===== config.mk =====
export PLATFORM = sky130hd
export DESIGN_NAME = sram_stream_reader_flat
export DESIGN_NICKNAME = d
export VERILOG_FILES = /design/src/rtl/sram_stream_reader_if.sv /design/src/rtl/sram_stream_reader.sv /design/src/flat_wrapper.sv
export SDC_FILE = /design/constraint.sdc
export NUM_CORES = 1
export LEC_CHECK = 0
export ABC_AREA = 1
export CORE_ASPECT_RATIO = 1.4
export CORE_MARGIN = 10
export CORE_UTILIZATION = 50
export CTS_BUF_LIST = sky130_fd_sc_hd__clkbuf_16
export DETAILED_ROUTE_END_ITERATION = 10
export GPL_TIMING_DRIVEN = 1
export PLACE_DENSITY = 0.88
export SYNTH_ARGS = -nofsm -noshare
export SYNTH_HDL_FRONTEND = slang
export SYNTH_SLANG_ARGS = --single-unit

===== constraint.sdc =====
create_clock -name clk -period 3.39 [get_ports clk]
set_input_delay 0.339 -clock clk [delete_from_list [all_inputs] [get_ports clk]]
set_output_delay 0.339 -clock clk [all_outputs]
set_load 0.01 [all_outputs]

===== src/rtl/sram_stream_reader_if.sv =====
// Stream-reader bus: command/status, SRAM port-1 read channel and the output stream.
// The reader uses the master modport; its environment uses slave.
interface sram_stream_reader_if #(
    parameter int unsigned DATA_WIDTH = 32,
    parameter int unsigned ADDR_WIDTH = 10
);
    logic                  start;
    logic [ADDR_WIDTH-1:0] base_addr;
    logic [ADDR_WIDTH:0]   length;
    logic                  busy;
    logic                  done;

    logic                  csb1;
    logic [ADDR_WIDTH-1:0] addr1;
    logic [DATA_WIDTH-1:0] dout1;

    logic [DATA_WIDTH-1:0] m_data;
    logic                  m_valid;
    logic                  m_ready;

    modport master (
        input  start, base_addr, length, dout1, m_ready,
        output busy, done, csb1, addr1, m_data, m_valid
    );

    modport slave (
        output start, base_addr, length, dout1, m_ready,
        input  busy, done, csb1, addr1, m_data, m_valid
    );
endinterface


===== src/rtl/sram_stream_reader.sv =====
// Reads a contiguous SRAM range through port 1 and streams the words out in address
// order, hiding the one-cycle read latency behind a 2-entry output buffer.
module sram_stream_reader #(
    parameter int unsigned DATA_WIDTH = 32,
    parameter int unsigned ADDR_WIDTH = 10
) (
    input logic                 clk,
    input logic                 rst_n,
    sram_stream_reader_if.master bus
);
    localparam int unsigned LEN_WIDTH = ADDR_WIDTH + 1;

    typedef enum logic [1:0] {
        IDLE  = 2'd0,
        ISSUE = 2'd1,
        DRAIN = 2'd2
    } state_e;

    state_e                state_q, state_d;
    logic [ADDR_WIDTH-1:0] nxt_addr_q, nxt_addr_d;
    logic [ADDR_WIDTH-1:0] last_addr_q, last_addr_d;
    logic [LEN_WIDTH-1:0]  rem_q, rem_d;
    logic                  busy_q, busy_d;
    logic                  done_q, done_d;
    logic                  inflight_q;

    logic                  v0_q, v0_d;
    logic                  v1_q, v1_d;
    logic [DATA_WIDTH-1:0] b0_q, b0_d;
    logic [DATA_WIDTH-1:0] b1_q, b1_d;

    logic                  pop_c;
    logic                  push_c;
    logic                  issue_c;
    logic [1:0]            credit_c;

    assign pop_c  = v0_q & bus.m_ready;
    assign push_c = inflight_q;

    // A pop in this cycle frees its slot before the new read can land, so counting it
    // as a credit keeps the stream at one word per cycle without ever overfilling.
    assign credit_c = 2'(v0_q) + 2'(v1_q) + 2'(inflight_q) - 2'(pop_c);
    assign issue_c  = (state_q == ISSUE) && (credit_c < 2'd2);

    assign bus.csb1    = ~issue_c;
    assign bus.addr1   = issue_c ? nxt_addr_q : last_addr_q;
    assign bus.m_valid = v0_q;
    assign bus.m_data  = b0_q;
    assign bus.busy    = busy_q;
    assign bus.done    = done_q;

    // Transfer control: command acceptance, issue bookkeeping and completion.
    always_comb begin
        state_d     = state_q;
        nxt_addr_d  = nxt_addr_q;
        last_addr_d = last_addr_q;
        rem_d       = rem_q;
        busy_d      = busy_q;
        done_d      = 1'b0;

        unique case (state_q)
            IDLE: begin
                if (bus.start) begin
                    if (bus.length == '0) begin
                        done_d = 1'b1;
                    end else begin
                        state_d    = ISSUE;
                        nxt_addr_d = bus.base_addr;
                        rem_d      = bus.length;
                        busy_d     = 1'b1;
                    end
                end
            end
            ISSUE: begin
                if (issue_c) begin
                    last_addr_d = nxt_addr_q;
                    nxt_addr_d  = nxt_addr_q + ADDR_WIDTH'(1);
                    rem_d       = rem_q - LEN_WIDTH'(1);
                    if (rem_q == LEN_WIDTH'(1)) begin
                        state_d = DRAIN;
                    end
                end
            end
            DRAIN: begin
                // Final word leaving with nothing behind it ends the transfer.
                if (!inflight_q && !v1_q && pop_c) begin
                    state_d = IDLE;
                    busy_d  = 1'b0;
                    done_d  = 1'b1;
                end
            end
            default: begin
                state_d = IDLE;
            end
        endcase
    end

    // Two-entry output buffer; head entry drives the stream.
    always_comb begin
        b0_d = b0_q;
        b1_d = b1_q;
        v0_d = v0_q;
        v1_d = v1_q;

        unique case ({push_c, pop_c})
            2'b01: begin
                b0_d = b1_q;
                v0_d = v1_q;
                v1_d = 1'b0;
            end
            2'b10: begin
                if (!v0_q) begin
                    b0_d = bus.dout1;
                    v0_d = 1'b1;
                end else begin
                    b1_d = bus.dout1;
                    v1_d = 1'b1;
                end
            end
            2'b11: begin
                if (v1_q) begin
                    b0_d = b1_q;
                    b1_d = bus.dout1;
                end else begin
                    b0_d = bus.dout1;
                end
            end
            default: begin
            end
        endcase
    end

    always_ff @(posedge clk or negedge rst_n) begin
        if (!rst_n) begin
            state_q     <= IDLE;
            nxt_addr_q  <= '0;
            last_addr_q <= '0;
            rem_q       <= '0;
            busy_q      <= 1'b0;
            done_q      <= 1'b0;
            inflight_q  <= 1'b0;
            v0_q        <= 1'b0;
            v1_q        <= 1'b0;
            b0_q        <= '0;
            b1_q        <= '0;
        end else begin
            state_q     <= state_d;
            nxt_addr_q  <= nxt_addr_d;
            last_addr_q <= last_addr_d;
            rem_q       <= rem_d;
            busy_q      <= busy_d;
            done_q      <= done_d;
            inflight_q  <= issue_c;
            v0_q        <= v0_d;
            v1_q        <= v1_d;
            b0_q        <= b0_d;
            b1_q        <= b1_d;
        end
    end

    // A returning read must always find a free slot.
    a_no_overflow: assert property (@(posedge clk) disable iff (!rst_n)
        (push_c && v1_q) |-> pop_c);

endmodule


===== src/flat_wrapper.sv =====
// flat-port wrapper written by rule: the top's interface ports become plain ports
module sram_stream_reader_flat 
#(
    parameter int unsigned DATA_WIDTH = 32,
    parameter int unsigned ADDR_WIDTH = 10
)
  (clk, rst_n, bus_start, bus_base_addr, bus_length, bus_dout1, bus_m_ready, bus_busy, bus_done, bus_csb1, bus_addr1, bus_m_data, bus_m_valid);
  sram_stream_reader_if #(.DATA_WIDTH(DATA_WIDTH), .ADDR_WIDTH(ADDR_WIDTH)) bus_i ();
  input logic clk;
  input logic rst_n;
  input wire logic [$bits(bus_i.start)-1:0] bus_start;
  input wire logic [$bits(bus_i.base_addr)-1:0] bus_base_addr;
  input wire logic [$bits(bus_i.length)-1:0] bus_length;
  input wire logic [$bits(bus_i.dout1)-1:0] bus_dout1;
  input wire logic [$bits(bus_i.m_ready)-1:0] bus_m_ready;
  output wire logic [$bits(bus_i.busy)-1:0] bus_busy;
  output wire logic [$bits(bus_i.done)-1:0] bus_done;
  output wire logic [$bits(bus_i.csb1)-1:0] bus_csb1;
  output wire logic [$bits(bus_i.addr1)-1:0] bus_addr1;
  output wire logic [$bits(bus_i.m_data)-1:0] bus_m_data;
  output wire logic [$bits(bus_i.m_valid)-1:0] bus_m_valid;
  assign bus_i.start = bus_start;
  assign bus_i.base_addr = bus_base_addr;
  assign bus_i.length = bus_length;
  assign bus_i.dout1 = bus_dout1;
  assign bus_i.m_ready = bus_m_ready;
  assign bus_busy = bus_i.busy;
  assign bus_done = bus_i.done;
  assign bus_csb1 = bus_i.csb1;
  assign bus_addr1 = bus_i.addr1;
  assign bus_m_data = bus_i.m_data;
  assign bus_m_valid = bus_i.m_valid;
  sram_stream_reader #(.DATA_WIDTH(DATA_WIDTH), .ADDR_WIDTH(ADDR_WIDTH)) u_core (.clk(clk), .rst_n(rst_n), .bus(bus_i));
endmodule

# After elaboration in Yosys (flattened, before gate mapping)
# Index checks and enable logic that the tools add are counted.
# totals
register_bits,102
input_bits,57
output_inout_bits,46
wordCells,83
# op_classes
n_addsub,5
magnitude_cmp,1
n_eq_ne,14
n_mux,32
bitwise,2
reduce_logical,18
# op_table
op,count
two-way mux 32 bit,4
one-hot mux 32 bit (3 select lines),1
one-hot mux 32 bit (2 select lines),1
two-way mux 10 bit,4
two-way mux 11 bit,3
one-hot mux 11 bit (2 select lines),1
one-hot mux 10 bit (2 select lines),1
equality test 11 x 1 -> 1 bit (second input constant),1
zero test 11 bit,1
subtractor 11 x 1 -> 11 bit (second input constant),1
adder 10 x 1 -> 10 bit (second input constant),1
two-way mux 2 bit,5
inequality test 2 x 1 -> 1 bit (second input constant),4
inequality test 2 bit (second input constant),4
one-hot mux 1 bit (2 select lines),4
AND reduction 4 bit,2
nonzero test 2 bit,4
two-way mux 1 bit,7
equality test 2 bit (second input constant),3
one-hot mux 2 bit (3 select lines),1
AND reduction 5 bit,1
equality test 2 x 1 -> 1 bit (second input constant),2
AND reduction 2 bit,2
logical AND 1 bit,3
other kinds (10),11

# Longest topological paths before layout
# depth
word_depth,7
depth_mapped,16
mapped_depth_nobuf,14

# Worst setup path before layout
# No wires, ideal clock.
# synth_timing
kind,flip-flop to output port
startpoint,"register u_core.v0_q, in the netlist u_core.bus.m_valid"
endpoint,output bus_addr1[1]
arrival_time_ps,2126
required_ps,3051
setup_slack_ps,925
stages_incl_launch_ff,12
cell_sequence,dfrtp_1 > nand2_1 > inv_1 > ha_1 > inv_1 > ha_1 > nand2_1 > nand2_1 > nand2_1 > nand3_2 > clkbuf_1 > o21ai_0
# synth_via
elab_chain_cells,6
elab_cells_between_ends,7
# synth_rtl
element,line,rtl
from (decl),sram_stream_reader.sv:27,"logic v0_q, v0_d;"
from (signal assigned),sram_stream_reader.sv:154,v0_q <= v0_d;
adder 1 x 1 -> 2 bit,sram_stream_reader.sv:42,assign credit_c = 2'(v0_q) + 2'(v1_q) + 2'(inflight_q) - 2'(pop_c);
adder 2 x 1 -> 2 bit,sram_stream_reader.sv:42,
subtractor 2 x 1 -> 2 bit (*),sram_stream_reader.sv:42,
less-than comparator 2 bit (*),sram_stream_reader.sv:43,assign issue_c = (state_q == ISSUE) && (credit_c < 2'd2);
logical AND 1 bit (*),sram_stream_reader.sv:43,
two-way mux 10 bit (*),--,
to (decl),flat_wrapper.sv:19,output wire logic [$bits(bus_i.addr1)-1:0] bus_addr1;
# Mark *: on every way between the ends. The rest lies on a longest branch, timed or not.

# Final worst setup path
# layout_timing
startpoint,"register u_core.v0_q, in the netlist u_core.bus.m_valid"
endpoint,output bus_addr1[0]
# The elaborated chain is that of the path after synthesis.

==> out/qor.csv <==
metric,value,unit
final-hold-violation-count,0,
die-area,14900,um^2
maxSlewHeadroom,23.0,%
fin_cells,929,
tightest_slew,1.15,ns
met3_usage,3.81,%
hpwl,9810,um
drive_above_1_share,4.53,%
total_leakage_power,3.41,nW
cts-root-buf,clkbuf_16,
cp_max_fo,13,
critPathLaunch,u_core.bus.m_valid,
netlist_instances,697,
synthToLayoutAreaGrowth,28.5,%
avgViaCountPerCell,5.33,
grt_pass1_wl,23600,um
grt_pass1_vias,5000,
avgRoutedWirePerCell,15.5,um
use_met1,21.8,%
antenna_found_initial,0,
synth_area_per_cell,7.45,um^2
synth_top_family_by_area,simple AND/OR/NAND/NOR gates,
yosys_warnings,0,
io_pins,103,
worstPathRequired,3.05,ns
synth_mux_area_share,0,%
power_density,972,nW/um^2
status,completed,
row_count,43,
grtUsageMet2,33.6,%
period_needed,3.26,ns
clk_pin_slew_worst_paths,0.07,ns
gp_congestion,0.856,
synth_cell_types,25,
cap_violations,0,
yosys.area_share.simple,25.2,%
fillers,825,
grt_max_degree,90,
hp-class,input port to async pin,
grtUsageTotal,18.9,%
grt_overflow,0,
place_ws,-0.0219,ns
cts_buffers,9,
critPathKind,flop to output port,
cp_slowest_cell,clkdlybuf4s50_1,
seq_area_frac_synth,49.2,%
initial_core_util,51.9,%
postRouteAntennaNets,0,
peakVddDrop,0.000457,V
finish.utilization,66.6,%
busiest_layer,met2,
drcViolationCount,0,
synth_compound_area_share,13.0,%
rsz0062_at_grt,true,
ctsHoldBuffers,0,
synth_nets,761,
crit_top_cell,nand2_1,
final_max_slew_viol_count,0,
max_freq,307,MHz
setup_viol,0,
cp_cell_sequence,"nand2_1, inv_1, ha_1, inv_1, ha_1, nand2_1, nand3_2, nand3_4, nand2_1, o21ai_0, clkdlybuf4s50_1",
arrival,2.92,ns
syn-cell-area,5190,um^2
firstDrtPassIters,5,
diodes,0,
clk_path_buf_depth,2,
drt_iter0_markers,281,
nets,855,
io_buffers,102,
clkLatencyLatePin,0.34,ns
htreeDepth,3,
chipWidth,106,um
synth-xor-area-share,0,%
end_kind,output port,
r2r-start,u_core.bus.m_valid,
die_h,141,um
cts_tree,built,
dp_cells,912,
cp-start-kind,flop,
vias,4954,
fin_crit_sh,96.2,%
fin_ws,0.131,ns
yosys_register_bits,102,
cts_sinks,102,
drt-total-wl,14400,um
cp_slowest_stage_delay,0.57,ns
regToRegSetupSlack,0.46,ns
core-area,10000,um^2
synthAdderAreaFrac,1.69,%
skew,0.00695,ns
setup-tns-final,0,ns
[placed cells by master, fill, tap and decap left out, drive strengths merged]
cell           synthesis  layout
o211ai                 2       2
clkbuf                20       9
ha                     7       7
nor3                   1       1
inv                  113     115
clkinv                 0       2
o22ai                 33      33
nor2                  25      25
nand2                225     225
a2bb2oi                1       1
a21oi                  2       2
or2                    1       1
o21ai                 83      83
nand4                  2       2
nand3                 66      68
bufinv                 0       1
clkdlybuf4s50          0     101
a31oi                  2       2
buf                   12      12
dfrtp                102     102
[worst paths after layout]
| path | end | depth (start not counted) |
|---|---|---|
| hold reg to reg | u_core.last_addr_q[6] | 2 |
| max in group asynchronous | u_core.b1_q[12] | 2 |
| setup / recovery | bus_addr1[0] | 11 |
| hold / removal | u_core.rem_q[10] | 1 |
| min in group clk | u_core.last_addr_q[6] | 2 |
| setup reg to reg | u_core.rem_q[7] | 14 |
[Yosys cell counts]
cell type / n / area share (%)
a21oi_1: 2 / 0.19
a2bb2oi_1: 1 / 0.17
a31oi_1: 2 / 0.24
buf_1: 4 / 0.29
buf_2: 6 / 0.58
buf_6: 2 / 0.43
clkbuf_1: 20 / 1.4
dfrtp_1: 102 / 49
ha_1: 7 / 1.7
inv_1: 113 / 8.2
nand2_1: 224 / 16
nand2_2: 1 / 0.12
nand3_1: 65 / 6.3
nand3_2: 1 / 0.19
nand4_1: 2 / 0.24
nor2_1: 23 / 1.7
nor2_2: 1 / 0.12
nor2_4: 1 / 0.22
nor3_1: 1 / 0.096
o211ai_1: 1 / 0.14
o211ai_2: 1 / 0.24
o21ai_0: 82 / 7.9
o21ai_1: 1 / 0.096
o22ai_1: 33 / 4.0
or2_2: 1 / 0.12
[kinds of logic after synthesis]
| family | after synthesis |
|---|---|
| buffers and inverters | 145 |
| AND/OR/NAND/NOR | 320 |
| AO/OA/AOI/OAI | 123 |
| flip-flops | 102 |
| adder cells (fa/ha/maj) | 7 |
[sequential cells by signal (all words and copies together), names as in the netlist]
name,count
u_core.b1_q,32
u_core.bus.m_data,32
u_core.rem_q,11
u_core.last_addr_q,10
u_core.nxt_addr_q,10
u_core.state_q,2
u_core.bus.busy,1
u_core.bus.done,1
u_core.bus.m_valid,1
u_core.inflight_q,1
u_core.v1_q,1
[power by group]
group          switching [mW]  total, mW  internal, mW
Combinational            1.99       3.32          1.33
Clock                   0.441       1.00         0.562
Sequential              0.374       2.16          1.79
Total                    2.80       6.48          3.69
[cell type report]
type | count | area (um^2) | share of cell area [%]
flip-flops and latches | 102 | 2550 | 38.3
clock inverters | 5 | 55.1 | 0.826
repair buffers | 113 | 1100 | 16.5
well taps | 135 | 169 | 2.53
inverters | 113 | 424 | 6.36
clock buffers | 9 | 225 | 3.38
multi-input cells | 452 | 2140 | 32.1
[per-layer routing]
| layer | share of wire [%] | vias up |
|---|---|---|
| met3 | 5.4 | 25 |
| met5 | 0 | - |
| met4 | 1.7 | 0 |
| met1 | 41 | 2364 |
| met2 | 52 | 171 |
| li1 | - | 2394 |
[worst max-delay path, delay by kind of cell (launching register included)]
kind,cells,cell delay [ns]
flip-flops,1,0.44
buffers and inverters,3,0.77
AND/OR/NAND/NOR,5,0.76
AO/OA/AOI/OAI,1,0.09
adder cells (fa/ha/maj),2,0.52
[stage by stage]
step	instance area, um^2	total power, mW	hold WS (ns)
finish	6670	6.48	0.214
global placement	6330	5.17	0.459
CTS	6610	6.40	0.269
floorplan	5190	4.14	0.0434
global route	6670	7.03	0.324
detailed placement	6330	5.35	0.468
[timing repair]
item,4_1_cts,5_1_grt
pin swaps,0,1
setup buffers,0,1
resized for setup,1,5
gates cloned,0,2
setup endpoints to repair,10,11
No activity file was read; power rests on OpenSTA's default activity.
